File: src/rtl/adv_pkg.sv
// Room codes, display glyph set and the room -> 4-character name table.
// Pure combinational helpers; no state lives here.
package adv_pkg;

    localparam logic [2:0] CC  = 3'b000;
    localparam logic [2:0] TT  = 3'b001;
    localparam logic [2:0] GG  = 3'b011;
    localparam logic [2:0] SSS = 3'b100;
    localparam logic [2:0] RR  = 3'b101;
    localparam logic [2:0] DD  = 3'b110;
    localparam logic [2:0] VV  = 3'b111;

    typedef enum logic [3:0] {
        G_C, G_A, G_U, G_E, G_T, G_N, G_L, G_S,
        G_H, G_R, G_I, G_D, G_G, G_IL, G_BLANK, G_DASH
    } glyph_t;

    // idx 0 is the rightmost character (an[0]), idx 3 the leftmost.
    function automatic glyph_t name_glyph(input logic [2:0] room, input logic [1:0] idx);
        logic [15:0] w_name;
        case (room)
            CC:      w_name = {G_C, G_A, G_U, G_E};
            TT:      w_name = {G_T, G_U, G_N, G_L};
            SSS:     w_name = {G_S, G_T, G_S, G_H};
            RR:      w_name = {G_R, G_I, G_U, G_R};
            DD:      w_name = {G_D, G_R, G_A, G_G};
            GG:      w_name = {G_D, G_E, G_A, G_D};
            VV:      w_name = {G_U, G_I, G_N, G_BLANK};
            default: w_name = {G_DASH, G_DASH, G_DASH, G_DASH};
        endcase
        return glyph_t'(w_name[{idx, 2'b00} +: 4]);
    endfunction

endpackage

File: src/rtl/room_display_scanner_glyph_to_seg.sv
// Glyph code to active-low segment pattern {g,f,e,d,c,b,a}.
// Combinational, zero latency.
module glyph_to_seg
    import adv_pkg::*;
(
    input  glyph_t     i_glyph,
    output logic [6:0] o_seg
);

    always_comb begin
        o_seg = 7'h7F;
        case (i_glyph)
            G_C:     o_seg = 7'h46;
            G_A:     o_seg = 7'h08;
            G_U:     o_seg = 7'h41;
            G_E:     o_seg = 7'h06;
            G_T:     o_seg = 7'h07;
            G_N:     o_seg = 7'h2B;
            G_L:     o_seg = 7'h47;
            G_S:     o_seg = 7'h12;
            G_H:     o_seg = 7'h09;
            G_R:     o_seg = 7'h2F;
            G_I:     o_seg = 7'h79;
            G_D:     o_seg = 7'h21;
            G_G:     o_seg = 7'h42;
            G_IL:    o_seg = 7'h7B;
            G_BLANK: o_seg = 7'h7F;
            G_DASH:  o_seg = 7'h3F;
            default: o_seg = 7'h7F;
        endcase
    end

endmodule

File: src/rtl/room_display_scanner.sv
// Multiplexed 4-digit 7-seg room-name display with change blanking, end-game blink and sword dp.
// Pins are registered from the next-state digit, so they follow a slot tick by one cycle.
module room_display_scanner
    import adv_pkg::*;
#(
    parameter int SCAN_BITS  = 16,
    parameter int BLINK_BITS = 6
) (
    input  logic       CLK,
    input  logic       Reset_n,
    input  logic [2:0] rooms,
    input  logic       sword,
    output logic [6:0] seg,
    output logic       dp,
    output logic [3:0] an
);

    logic [SCAN_BITS-1:0]  r_scan_cnt;
    logic [1:0]            r_digit;
    logic [BLINK_BITS-1:0] r_frame_cnt;
    logic [2:0]            r_blank_cnt;
    logic [2:0]            r_prev_room;
    logic                  r_live;
    logic [6:0]            r_seg;
    logic                  r_dp;
    logic [3:0]            r_an;

    logic                  w_tick;
    logic                  w_room_chg;
    logic [1:0]            w_digit_nxt;
    logic [BLINK_BITS-1:0] w_frame_nxt;
    logic [2:0]            w_blank_nxt;
    logic                  w_blink;
    logic                  w_dark;
    glyph_t                w_glyph;
    logic [6:0]            w_seg;

    assign w_tick      = &r_scan_cnt;
    assign w_room_chg  = (rooms != r_prev_room);
    assign w_digit_nxt = w_tick ? r_digit + 2'd1 : r_digit;
    assign w_frame_nxt = (w_tick && r_digit == 2'd3) ? r_frame_cnt + BLINK_BITS'(1) : r_frame_cnt;

    // A room change reloads the blank window even on a slot tick.
    always_comb begin
        w_blank_nxt = r_blank_cnt;
        if (w_room_chg)
            w_blank_nxt = 3'd4;
        else if (w_tick && r_blank_cnt != 3'd0)
            w_blank_nxt = r_blank_cnt - 3'd1;
    end

    assign w_blink = ((rooms == GG) || (rooms == VV)) && w_frame_nxt[BLINK_BITS-1];
    assign w_dark  = (w_blank_nxt != 3'd0) || w_blink;
    assign w_glyph = name_glyph(rooms, w_digit_nxt);

    glyph_to_seg u_glyph_to_seg (
        .i_glyph (w_glyph),
        .o_seg   (w_seg)
    );

    always_ff @(posedge CLK) begin
        if (!Reset_n) begin
            r_scan_cnt  <= '0;
            r_digit     <= 2'd0;
            r_frame_cnt <= '0;
            r_blank_cnt <= 3'd0;
            r_prev_room <= CC;
            r_live      <= 1'b0;
            r_seg       <= 7'h7F;
            r_dp        <= 1'b1;
            r_an        <= 4'b1111;
        end else begin
            r_scan_cnt  <= r_scan_cnt + SCAN_BITS'(1);
            r_digit     <= w_digit_nxt;
            r_frame_cnt <= w_frame_nxt;
            r_blank_cnt <= w_blank_nxt;
            r_prev_room <= rooms;
            // Pins stay dark after reset until the first slot tick.
            if (r_live || w_tick) begin
                r_live <= 1'b1;
                r_seg  <= w_seg;
                r_dp   <= ~((w_digit_nxt == 2'd0) && sword);
                r_an   <= w_dark ? 4'b1111 : ~(4'b0001 << w_digit_nxt);
            end
        end
    end

    assign seg = r_seg;
    assign dp  = r_dp;
    assign an  = r_an;

endmodule

File: config.mk
export PLATFORM = sky130hd
export DESIGN_NAME = room_display_scanner
export DESIGN_NICKNAME = d
export VERILOG_FILES = /design/src/rtl/adv_pkg.sv /design/src/rtl/room_display_scanner_glyph_to_seg.sv /design/src/rtl/room_display_scanner.sv
export SDC_FILE = /design/constraint.sdc
export NUM_CORES = 1
export LEC_CHECK = 0
export BUFFER_PORTS_ARGS = -buffer_cell sky130_fd_sc_hd__buf_2
export CORE_MARGIN = 8
export CORE_UTILIZATION = 30
export DETAILED_ROUTE_END_ITERATION = 8
export PLACE_DENSITY_LB_ADDON = 0.25
export REMOVE_ABC_BUFFERS = 1
export SYNTH_ARGS = -nofsm -noshare
export SYNTH_HDL_FRONTEND = slang
export SYNTH_HIERARCHICAL = 1
export SYNTH_SLANG_ARGS = --single-unit
File: constraint.sdc
create_clock -name CLK -period 7 [get_ports CLK]
set_input_delay 0.7 -clock CLK [delete_from_list [all_inputs] [get_ports CLK]]
set_output_delay 0.7 -clock CLK [all_outputs]
set_load 0.005 [all_outputs]
==> results.sh, run 1 <==
export IMPL_dr_first_iter_drc_count=64
export IMPL_tightest_slew_ps=1185
export IMPL_synth_compound_area_share_pct=10.74
export IMPL_skew_ps=14.01
export IMPL_synth_xor_area_share_pct=8.091
export IMPL_vias=1830
export IMPL_ir_drop_mv=0.1069
export IMPL_clock_latency_ps=290
export IMPL_numCtsBuffers=5
export IMPL_viasPerCell=4.680
export IMPL_slew_headroom_pct=20.37
export IMPL_outcome="finished, final reports clean"
export IMPL_cts_sinks=43
export IMPL_max_stage_delay_ps=820
export IMPL_row_count=32
export IMPL_clockBufferDepth=2
export IMPL_synth_async_reset_ratio_pct=0
export IMPL_yosysMostFrequentCell="dfxtp_1"
export IMPL_ys_ff_latch=43
export IMPL_synth_warnings=6
export IMPL_syn_inst=276
export IMPL_path_max_fanout=17
export IMPL_setup_tns_final_ps=0
export IMPL_cts_hold_buffers=0
export IMPL_nets=305
export IMPL_crit_type="flip-flop to flip-flop"
export IMPL_postRouteAntennaNets=0
export IMPL_fp_coreArea_sq_um=7687
export IMPL_grt_pass1_vias=1771
export IMPL_leakagePower_nw=1.026
export IMPL_cts_max_level=2
export IMPL_synth_simple_area_share_pct=30.67
export IMPL_fin_crit_sh_pct=58.16
export IMPL_crit_path_end_kind="flip-flop"
export IMPL_min_path_cells=2
export IMPL_synthTopCellsByCount="dfxtp_1 (43), nand2_1 (38), and2_1 (21), nand3_1 (17), xnor2_1 (16)"
export IMPL_track_usage_pct=8.824
export IMPL_max_freq_ghz=0.2456
export IMPL_route_detailed_drc=0
export IMPL_io_pins=18
export IMPL_yosysSeqAreaShare_pct=36.38
export IMPL_synth_area_leaders="dfxtp_1 (36%), nand2_1 (6.0%), xnor2_1 (5.9%)"
export IMPL_synth_mux_area_share_pct=3.966
export IMPL_period_minus_slack_ps=4071
export IMPL_initial_core_util_pct=30.78
export IMPL_critPathArrivalTime_ps=4240
export IMPL_cts_root_buffer="clkbuf_8"
export IMPL_start_kind="flip-flop"
export IMPL_setup_viol=0
export IMPL_die_h_um=104.8
export IMPL_first_pass_iters=4
export IMPL_synth_cell_types=48
export IMPL_grt_max_degree=40
export IMPL_synth_top_cell_area_share_pct=36.38
export IMPL_cts_setup_buffers=0
export IMPL_finalHoldViolCount=0
export IMPL_antenna_found_initial=0
export IMPL_drive_above_1_share_pct=13.15
export IMPL_synth_edff_count=0
export IMPL_synth_ff_type="dfxtp_1"
export IMPL_crit_slowest_cell="nor4_4"
export IMPL_cts_resized=0
export IMPL_maxCapViolCount=0
export IMPL_hp_class="flip-flop to flip-flop"
export IMPL_power_density_nw_per_um2=183.9
export IMPL_synthAdderAreaFrac_pct=5.817
export IMPL_synth_top_area_cell="dfxtp_1"
export IMPL_r2r_slack_ps=2930
export IMPL_path_clk_slew_ps=90
export IMPL_dieWidth_um=104.8
export IMPL_rsz0062_at_grt="no"
export IMPL_reg2reg_depth=14
export IMPL_cts_tree="yes"
export IMPL_area_growth_pct=11.90
export IMPL_slew_violations=0
export IMPL_n_antenna_cell=0
export IMPL_crit_required_ps=7160
export IMPL_finalWeightedCongestion=0.7462
export IMPL_wire_per_inst_um=11.81
export IMPL_path_cells="ha_1 -> nand4_1 -> nor4_4 -> mux2i_1 -> and2_1 -> nor4b_2 -> nor4_1 -> buf_4 -> inv_1 -> ha_1 -> inv_1 -> mux4_2 -> nand2_1 -> nand3_1"
export IMPL_total_power_mw=0.4868
export IMPL_synth_area_sq_um=2366
export IMPL_grt_pass1_wl_um=8245
export IMPL_dp_hpwl_um=3209
export IMPL_grt_overflow=0
export IMPL_dieArea_sq_um=10980
export IMPL_synth_top_family_by_area="simple AND/OR/NAND/NOR gates"
export IMPL_portBuffers=17
export IMPL_syn_area_per_cell_sq_um=8.573
export IMPL_wirelength_um=4617
per-layer routing:
| layer | part of all wire, % | up-vias | global-route usage (%) | routed length, um |
|---|---|---|---|---|
| met2 | 44 | 11 | 13.85 | 2035 |
| met1 | 53 | 846 | 11.21 | 2441 |
| met5 | 0 | - | 0 | 0 |
| met4 | 0.82 | 0 | 3.670 | 38 |
| met3 | 2.2 | 2 | 2.273 | 101 |
| li1 | - | 971 | - | - |
worst max-delay path, delay by kind of cell, from the launching register on:
| kind | cells | cell delay, ps |
|---|---|---|
| simple gates | 7 | 1640 |
| buf+inv | 3 | 330 |
| fa+ha+maj | 2 | 520 |
| flops | 1 | 380 |
| mux | 2 | 1060 |
sequential cells by signal, indices dropped and copies added (netlist names):
signal / cells
r_prev_room: 3
an: 4
r_live: 1
r_digit: 2
seg: 7
r_frame_cnt: 6
dp: 1
r_scan_cnt: 16
r_blank_cnt: 3
path summary, 6_finish.rpt:
path	from	endpoint
worst max-delay path	r_scan_cnt[0]	seg[2]
worst max register to register	r_scan_cnt[0]	seg[2]
worst min register to register	seg[4]	seg[4]
worst min-delay path	seg[4]	seg[4]
layout by cell type, fill, tap and decap left out, drive strengths merged, types with 9 or more instances in the layout:
cell type	instances
o21ai	9
inv	10
xnor2	17
buf	19
dfxtp	43
nand2	38
nand3	17
and2	21
ha	11
nor2	13
power breakdown:
| group | total, mW | internal (mW) | switching (mW) |
|---|---|---|---|
| Clock | 0.194 | 0.106 | 0.0874 |
| Combinational | 0.0438 | 0.0194 | 0.0244 |
| Sequential | 0.249 | 0.247 | 0.00207 |
| Total | 0.487 | 0.373 | 0.114 |
logic make-up after synthesis:
logic type / count (synthesis)
simple gates: 131
flops: 43
compound gates: 38
buf+inv: 24
xor+xnor: 21
fa+ha+maj: 11
mux: 8
layout make-up:
class | instances | area (sq um)
Fill cell | 797 | 5040
Multi-Input combinational cell | 209 | 1409
Sequential cell | 43 | 860.8
Tap cell | 102 | 127.6
Timing Repair Buffer | 19 | 100.1
Clock buffer | 5 | 68.82
Clock inverter | 3 | 43.79
Inverter | 10 | 37.54
per-stage QoR:
stage	hold WS (ps)	util, %	instance area (sq um)	setup WS [ps]	cells
after floorplan	433.3	-	2301	2896	262
after global placement	446.1	32.98	2535	3098	383
after detailed placement	451.1	32.98	2535	2947	383
after CTS	470.4	34.44	2648	2903	391
after global routing	492.1	34.44	2648	2538	391
final	465.8	34.44	2648	2929	391
Power figures use the tool's default switching activity.
==> run 2, diff against run 1 <==
- clock period: 7 -> 3.4 ns (I/O delays scaled with it)
==> results.sh, run 2 (same netlist as run 1, synthesis figures left out) <==
export IMPL_initial_core_util_pct=30.78
export IMPL_cts_sinks=43
export IMPL_ir_drop_mv=0.1683
export IMPL_fin_crit_sh_pct=89.64
export IMPL_crit_type="flip-flop to flip-flop"
export IMPL_grt_overflow=0
export IMPL_start_kind="flip-flop"
export IMPL_crit_path_end_kind="flip-flop"
export IMPL_maxCapViolCount=0
export IMPL_stdcell_area_sq_um=2690
export IMPL_finalHoldViolCount=0
export IMPL_max_stage_delay_ps=450
export IMPL_leakagePower_nw=1.055
export IMPL_antenna_found_initial=0
export IMPL_switching_share_pct=25.54
export IMPL_crit_required_ps=3570
export IMPL_dp_hpwl_um=3416
export IMPL_seq_power_share_pct=54.6
export IMPL_route_detailed_drc=0
export IMPL_nets=313
export IMPL_vias=1884
export IMPL_area_growth_pct=13.70
export IMPL_path_max_fanout=8
export IMPL_io_pins=18
export IMPL_dp_cells=389
export IMPL_path_cells="nand4_2 -> nor4_4 -> buf_4 -> xnor2_2 -> nor3b_1 -> nor4_2 -> inv_1 -> ha_1 -> inv_1 -> mux4_2 -> nand2_1 -> nand3_1"
export IMPL_rsz0062_at_grt="no"
export IMPL_crit_slowest_cell="mux4_2"
export IMPL_dieWidth_um=104.8
export IMPL_numCtsBuffers=5
export IMPL_row_count=32
export IMPL_postRouteAntennaNets=0
export IMPL_setup_viol=0
export IMPL_n_antenna_cell=0
export IMPL_cts_tree="yes"
export IMPL_critPathBufInv=3
export IMPL_cpLargestDelayFamily="simple AND/OR/NAND/NOR gates"
export IMPL_power_density_nw_per_um2=349.0
export IMPL_cts_hold_buffers=0
export IMPL_final_cell_mix="dfxtp_1 (43), nand2_1 (38), and2_1 (21)"
export IMPL_wire_per_inst_um=12.07
export IMPL_fp_coreArea_sq_um=7687
export IMPL_skew_ps=4.871
export IMPL_pwr_share_comb_pct=10.6
export IMPL_outcome="finished, final reports clean"
export IMPL_wirelength_um=4814
export IMPL_cpMostUsedCell="inv_1"
export IMPL_final_util_pct=34.99
export IMPL_intPower_mw=0.6991
export IMPL_track_usage_pct=9.073
export IMPL_r2r_start="r_scan_cnt[10]"
export IMPL_grt_pass1_wl_um=8493
export IMPL_grt_max_degree=39
export IMPL_cts_max_level=2
export IMPL_final_common_cell="dfxtp_1"
export IMPL_top_register="r_scan_cnt"
export IMPL_sequential_cell_area_sq_um=860.8
export IMPL_hold_start="sword"
export IMPL_drive_above_1_share_pct=15.82
export IMPL_max_freq_ghz=0.3281
export IMPL_nFillCells=825
export IMPL_tightest_slew_ps=572.8
export IMPL_place_area_sq_um=2580
export IMPL_hp_class="input port to flip-flop"
export IMPL_period_minus_slack_ps=3048
export IMPL_final_cells=399
export IMPL_portBuffers=17
export IMPL_first_pass_iters=4
export IMPL_slew_headroom_pct=61.67
export IMPL_crit_start="r_scan_cnt[10]"
export IMPL_path_clk_slew_ps=80
export IMPL_grt_pass1_vias=1859
export IMPL_clockBufferDepth=2
export IMPL_dieArea_sq_um=10980
export IMPL_dr_first_iter_drc_count=52
export IMPL_viasPerCell=4.722
export IMPL_clock_latency_ps=290
export IMPL_die_h_um=104.8
export IMPL_slew_violations=0
export IMPL_largest_reg_flops=16
export IMPL_cts_root_buffer="clkbuf_8"
export IMPL_power_switching_mw=0.2397
export IMPL_clockPowerShare_pct=34.8
export IMPL_critPathArrivalTime_ps=3210
export IMPL_finalWeightedCongestion=0.7547
export IMPL_multiInputGateArea_sq_um=1419
[run 2: path summary, 6_finish.rpt]
path / to / slack [ps] / cells after the start
setup reg to reg: seg[2] / 350 / 12
setup / recovery: seg[2] / 350 / 12
hold / removal: dp / 340 / 4
hold reg to reg: seg[1] / 470 / 2
[run 2: through the flow]
| step | TNS, ps | setup WS [ps] | power (mW) | hold slack (ps) |
|---|---|---|---|---|
| floorplan | -2627 | -704.4 | 0.5858 | 401.9 |
| global placement | 0 | 197.8 | 0.6201 | 446.6 |
| detailed placement | 0 | 106.1 | 0.6201 | 454.5 |
| CTS | 0 | 78.39 | 0.9500 | 330.7 |
| global route | 0 | 72.95 | 0.9914 | 351.1 |
| finish | 0 | 352.3 | 0.9388 | 338.4 |
[run 2: metal layers]
layer	GRT usage [%]	wire, um	up-vias
met1	11.45	2331	877
met5	0	0	-
met4	2.446	42	0
met3	2.396	174	5
met2	14.89	2266	18
li1	-	-	984
[run 2: repair_timing]
action / 4_1_cts / 5_1_grt
setup endpoints to repair: 0 / 1
resized for setup: 0 / 2
buffers inserted: 0 / 2
[run 2: power by group through the flow]
stage / Sequential (mW) / Clock [mW] / Combinational, mW
4_1_cts: 0.513 / 0.341 / 0.0961
2_1_floorplan: 0.524 / 0 / 0.0616
5_1_grt: 0.514 / 0.364 / 0.113
6_report: 0.513 / 0.326 / 0.0994
3_3_place_gp: 0.525 / 0 / 0.0954
3_5_place_dp: 0.525 / 0 / 0.0952
[run 2: cell type report]
type                       instances  share of cell area, %
clock inverter                     2                 0.4651
sequential                        43                  32.00
inverter                          10                  1.395
multi-input combinational        209                  52.74
tap                              102                  4.744
clock buffer                       6                  2.698
timing repair buffer              27                  5.954
[run 2: worst min-delay path, stage by stage]
cell and delay [ps]:
buf_2 90, nand2_1 40, o22ai_1 60, nand2_1 60
==> run 3, diff against run 2 <==
- CELL_PAD_IN_SITES_DETAIL_PLACEMENT: unset -> 1
- CELL_PAD_IN_SITES_GLOBAL_PLACEMENT: unset -> 2
==> results.sh, run 3 (same netlist as run 1, synthesis figures left out) <==
export IMPL_track_usage_pct=10.16
export IMPL_final_cell_mix="dfxtp_1 (43), nand2_1 (38), and2_1 (21)"
export IMPL_fin_crit_sh_pct=89.99
export IMPL_grt_pass1_wl_um=9439
export IMPL_ir_drop_mv=0.1535
export IMPL_row_count=32
export IMPL_slew_violations=0
export IMPL_slew_headroom_pct=56.46
export IMPL_finalHoldViolCount=0
export IMPL_dp_hpwl_um=3984
export IMPL_cts_tree="yes"
export IMPL_final_util_pct=34.85
export IMPL_path_max_fanout=6
export IMPL_reg2reg_depth=13
export IMPL_max_freq_ghz=0.3268
export IMPL_dr_first_iter_drc_count=31
export IMPL_layout_setup_ws_ps=340.2
export IMPL_period_minus_slack_ps=3060
export IMPL_setup_viol=0
export IMPL_clockPowerShare_pct=34.7
export IMPL_r2r_start="r_scan_cnt[4]"
export IMPL_critPathBufInv=4
export IMPL_vias=1888
export IMPL_io_pins=18
export IMPL_outcome="finished, final reports clean"
export IMPL_cp_num_cells=13
export IMPL_finalWeightedCongestion=0.7534
export IMPL_cts_sinks=43
export IMPL_postRouteAntennaNets=0
export IMPL_skew_ps=4.581
export IMPL_first_pass_iters=4
export IMPL_timing_rr_end="seg[2]"
export IMPL_clockBufferDepth=2
export IMPL_final_common_cell="dfxtp_1"
export IMPL_critPathArrivalTime_ps=3230
export IMPL_drive_above_1_share_pct=15.20
export IMPL_grt_overflow=0
export IMPL_maxCapViolCount=0
export IMPL_path_clk_slew_ps=80
export IMPL_pwr_share_comb_pct=10.3
export IMPL_dp_slack_ps=33.20
export IMPL_grt_pass1_vias=1916
export IMPL_cts_max_level=2
export IMPL_power_switching_mw=0.2381
export IMPL_power_density_nw_per_um2=348.9
export IMPL_crit_required_ps=3570
export IMPL_tightest_slew_ps=650.7
export IMPL_dieArea_sq_um=10980
export IMPL_start_kind="flip-flop"
export IMPL_n_antenna_cell=0
export IMPL_area_growth_pct=13.22
export IMPL_setup_tns_final_ps=0
export IMPL_cts_root_buffer="clkbuf_8"
export IMPL_crit_start="r_scan_cnt[4]"
export IMPL_largest_reg_flops=16
export IMPL_cpLargestDelayFamily="simple AND/OR/NAND/NOR gates"
export IMPL_dieWidth_um=104.8
export IMPL_crit_path_end_kind="flip-flop"
export IMPL_antenna_found_initial=0
export IMPL_route_detailed_drc=0
export IMPL_crit_end="seg[2]"
export IMPL_portBuffers=17
export IMPL_die_h_um=104.8
export IMPL_intPower_mw=0.6965
export IMPL_cts_hold_buffers=0
export IMPL_wirelength_um=5322
export IMPL_crit_type="flip-flop to flip-flop"
export IMPL_clock_latency_ps=290
export IMPL_switching_share_pct=25.48
export IMPL_whs_ps=351.2
export IMPL_hp_class="input port to flip-flop"
export IMPL_wire_per_inst_um=13.37
export IMPL_seq_power_share_pct=54.9
export IMPL_leakagePower_nw=1.045
export IMPL_top_register="r_scan_cnt"
export IMPL_nets=312
export IMPL_numCtsBuffers=5
export IMPL_path_cells="nand4_2 -> nor4_4 -> buf_4 -> mux2i_1 -> buf_4 -> nor4_1 -> nor4_2 -> inv_1 -> ha_1 -> inv_1 -> mux4_2 -> nand2_1 -> nand3_1"
export IMPL_grt_max_degree=39
export IMPL_total_power_mw=0.9346
export IMPL_fp_coreArea_sq_um=7687
export IMPL_nFillCells=945
export IMPL_viasPerCell=4.744
export IMPL_crit_slowest_cell="dfxtp_1"
export IMPL_initial_core_util_pct=30.78
export IMPL_r2r_slack_ps=340
export IMPL_rsz0062_at_grt="no"
export IMPL_max_stage_delay_ps=430
run 3: cell count changes in the layout (fill, tap and decap cells not counted), sizes merged:
cell | before | now
buf | 27 | 26
run 3: power by group through the flow:
stage               clock network (mW)  registers, mW  logic, mW
floorplan                            0          0.524     0.0616
global placement                     0          0.525     0.0973
detailed placement                   0          0.525     0.0982
CTS                              0.342          0.513     0.0987
global route                     0.362          0.514      0.110
finish                           0.324          0.513     0.0967
run 3: worst min path at each step:
stage / start / endpoint / cells after the start
after floorplan: Reset_n / dp / 1
after global placement: r_scan_cnt[0] / r_scan_cnt[0] / 1
after detailed placement: r_scan_cnt[0] / r_scan_cnt[0] / 1
after CTS: sword / dp / 4
after global routing: sword / dp / 4
final: sword / dp / 4
run 3: what timing repair did:
item                       in CTS  in global routing
setup endpoints to repair       0                  3
buffers inserted                0                  1
resized for setup               0                  1
run 3: layer usage:
| metal | global-route usage [%] | share of wire, % | wire (um) |
|---|---|---|---|
| met1 | 12.69 | 50 | 2640 |
| met2 | 17.42 | 48 | 2550 |
| met3 | 1.904 | 1.7 | 89 |
| met4 | 2.752 | 0.77 | 41 |
| met5 | 0 | 0 | 0 |
run 3: cell type report:
| type | instances | area, sq um | share of cell area, % |
|---|---|---|---|
| multi-input cells | 209 | 1415 | 52.83 |
| flip-flops and latches | 43 | 860.8 | 32.13 |
| repair buffers | 26 | 152.6 | 5.698 |
| well taps | 102 | 127.6 | 4.764 |
| clock buffers | 6 | 72.57 | 2.709 |
| inverters | 10 | 37.54 | 1.401 |
| clock inverters | 2 | 12.51 | 0.4671 |
run 3: tightest hold or removal path, stage by stage:
cell and delay (ps):
buf_2 100, nand2_1 50, o22ai_1 70, nand2_1 60
run 3: per-stage QoR:
stage / cell area (sq um) / std cells
floorplan: 2301 / 262
global placement: 2580 / 389
detailed placement: 2580 / 389
CTS: 2665 / 397
global route: 2679 / 398
finish: 2679 / 398
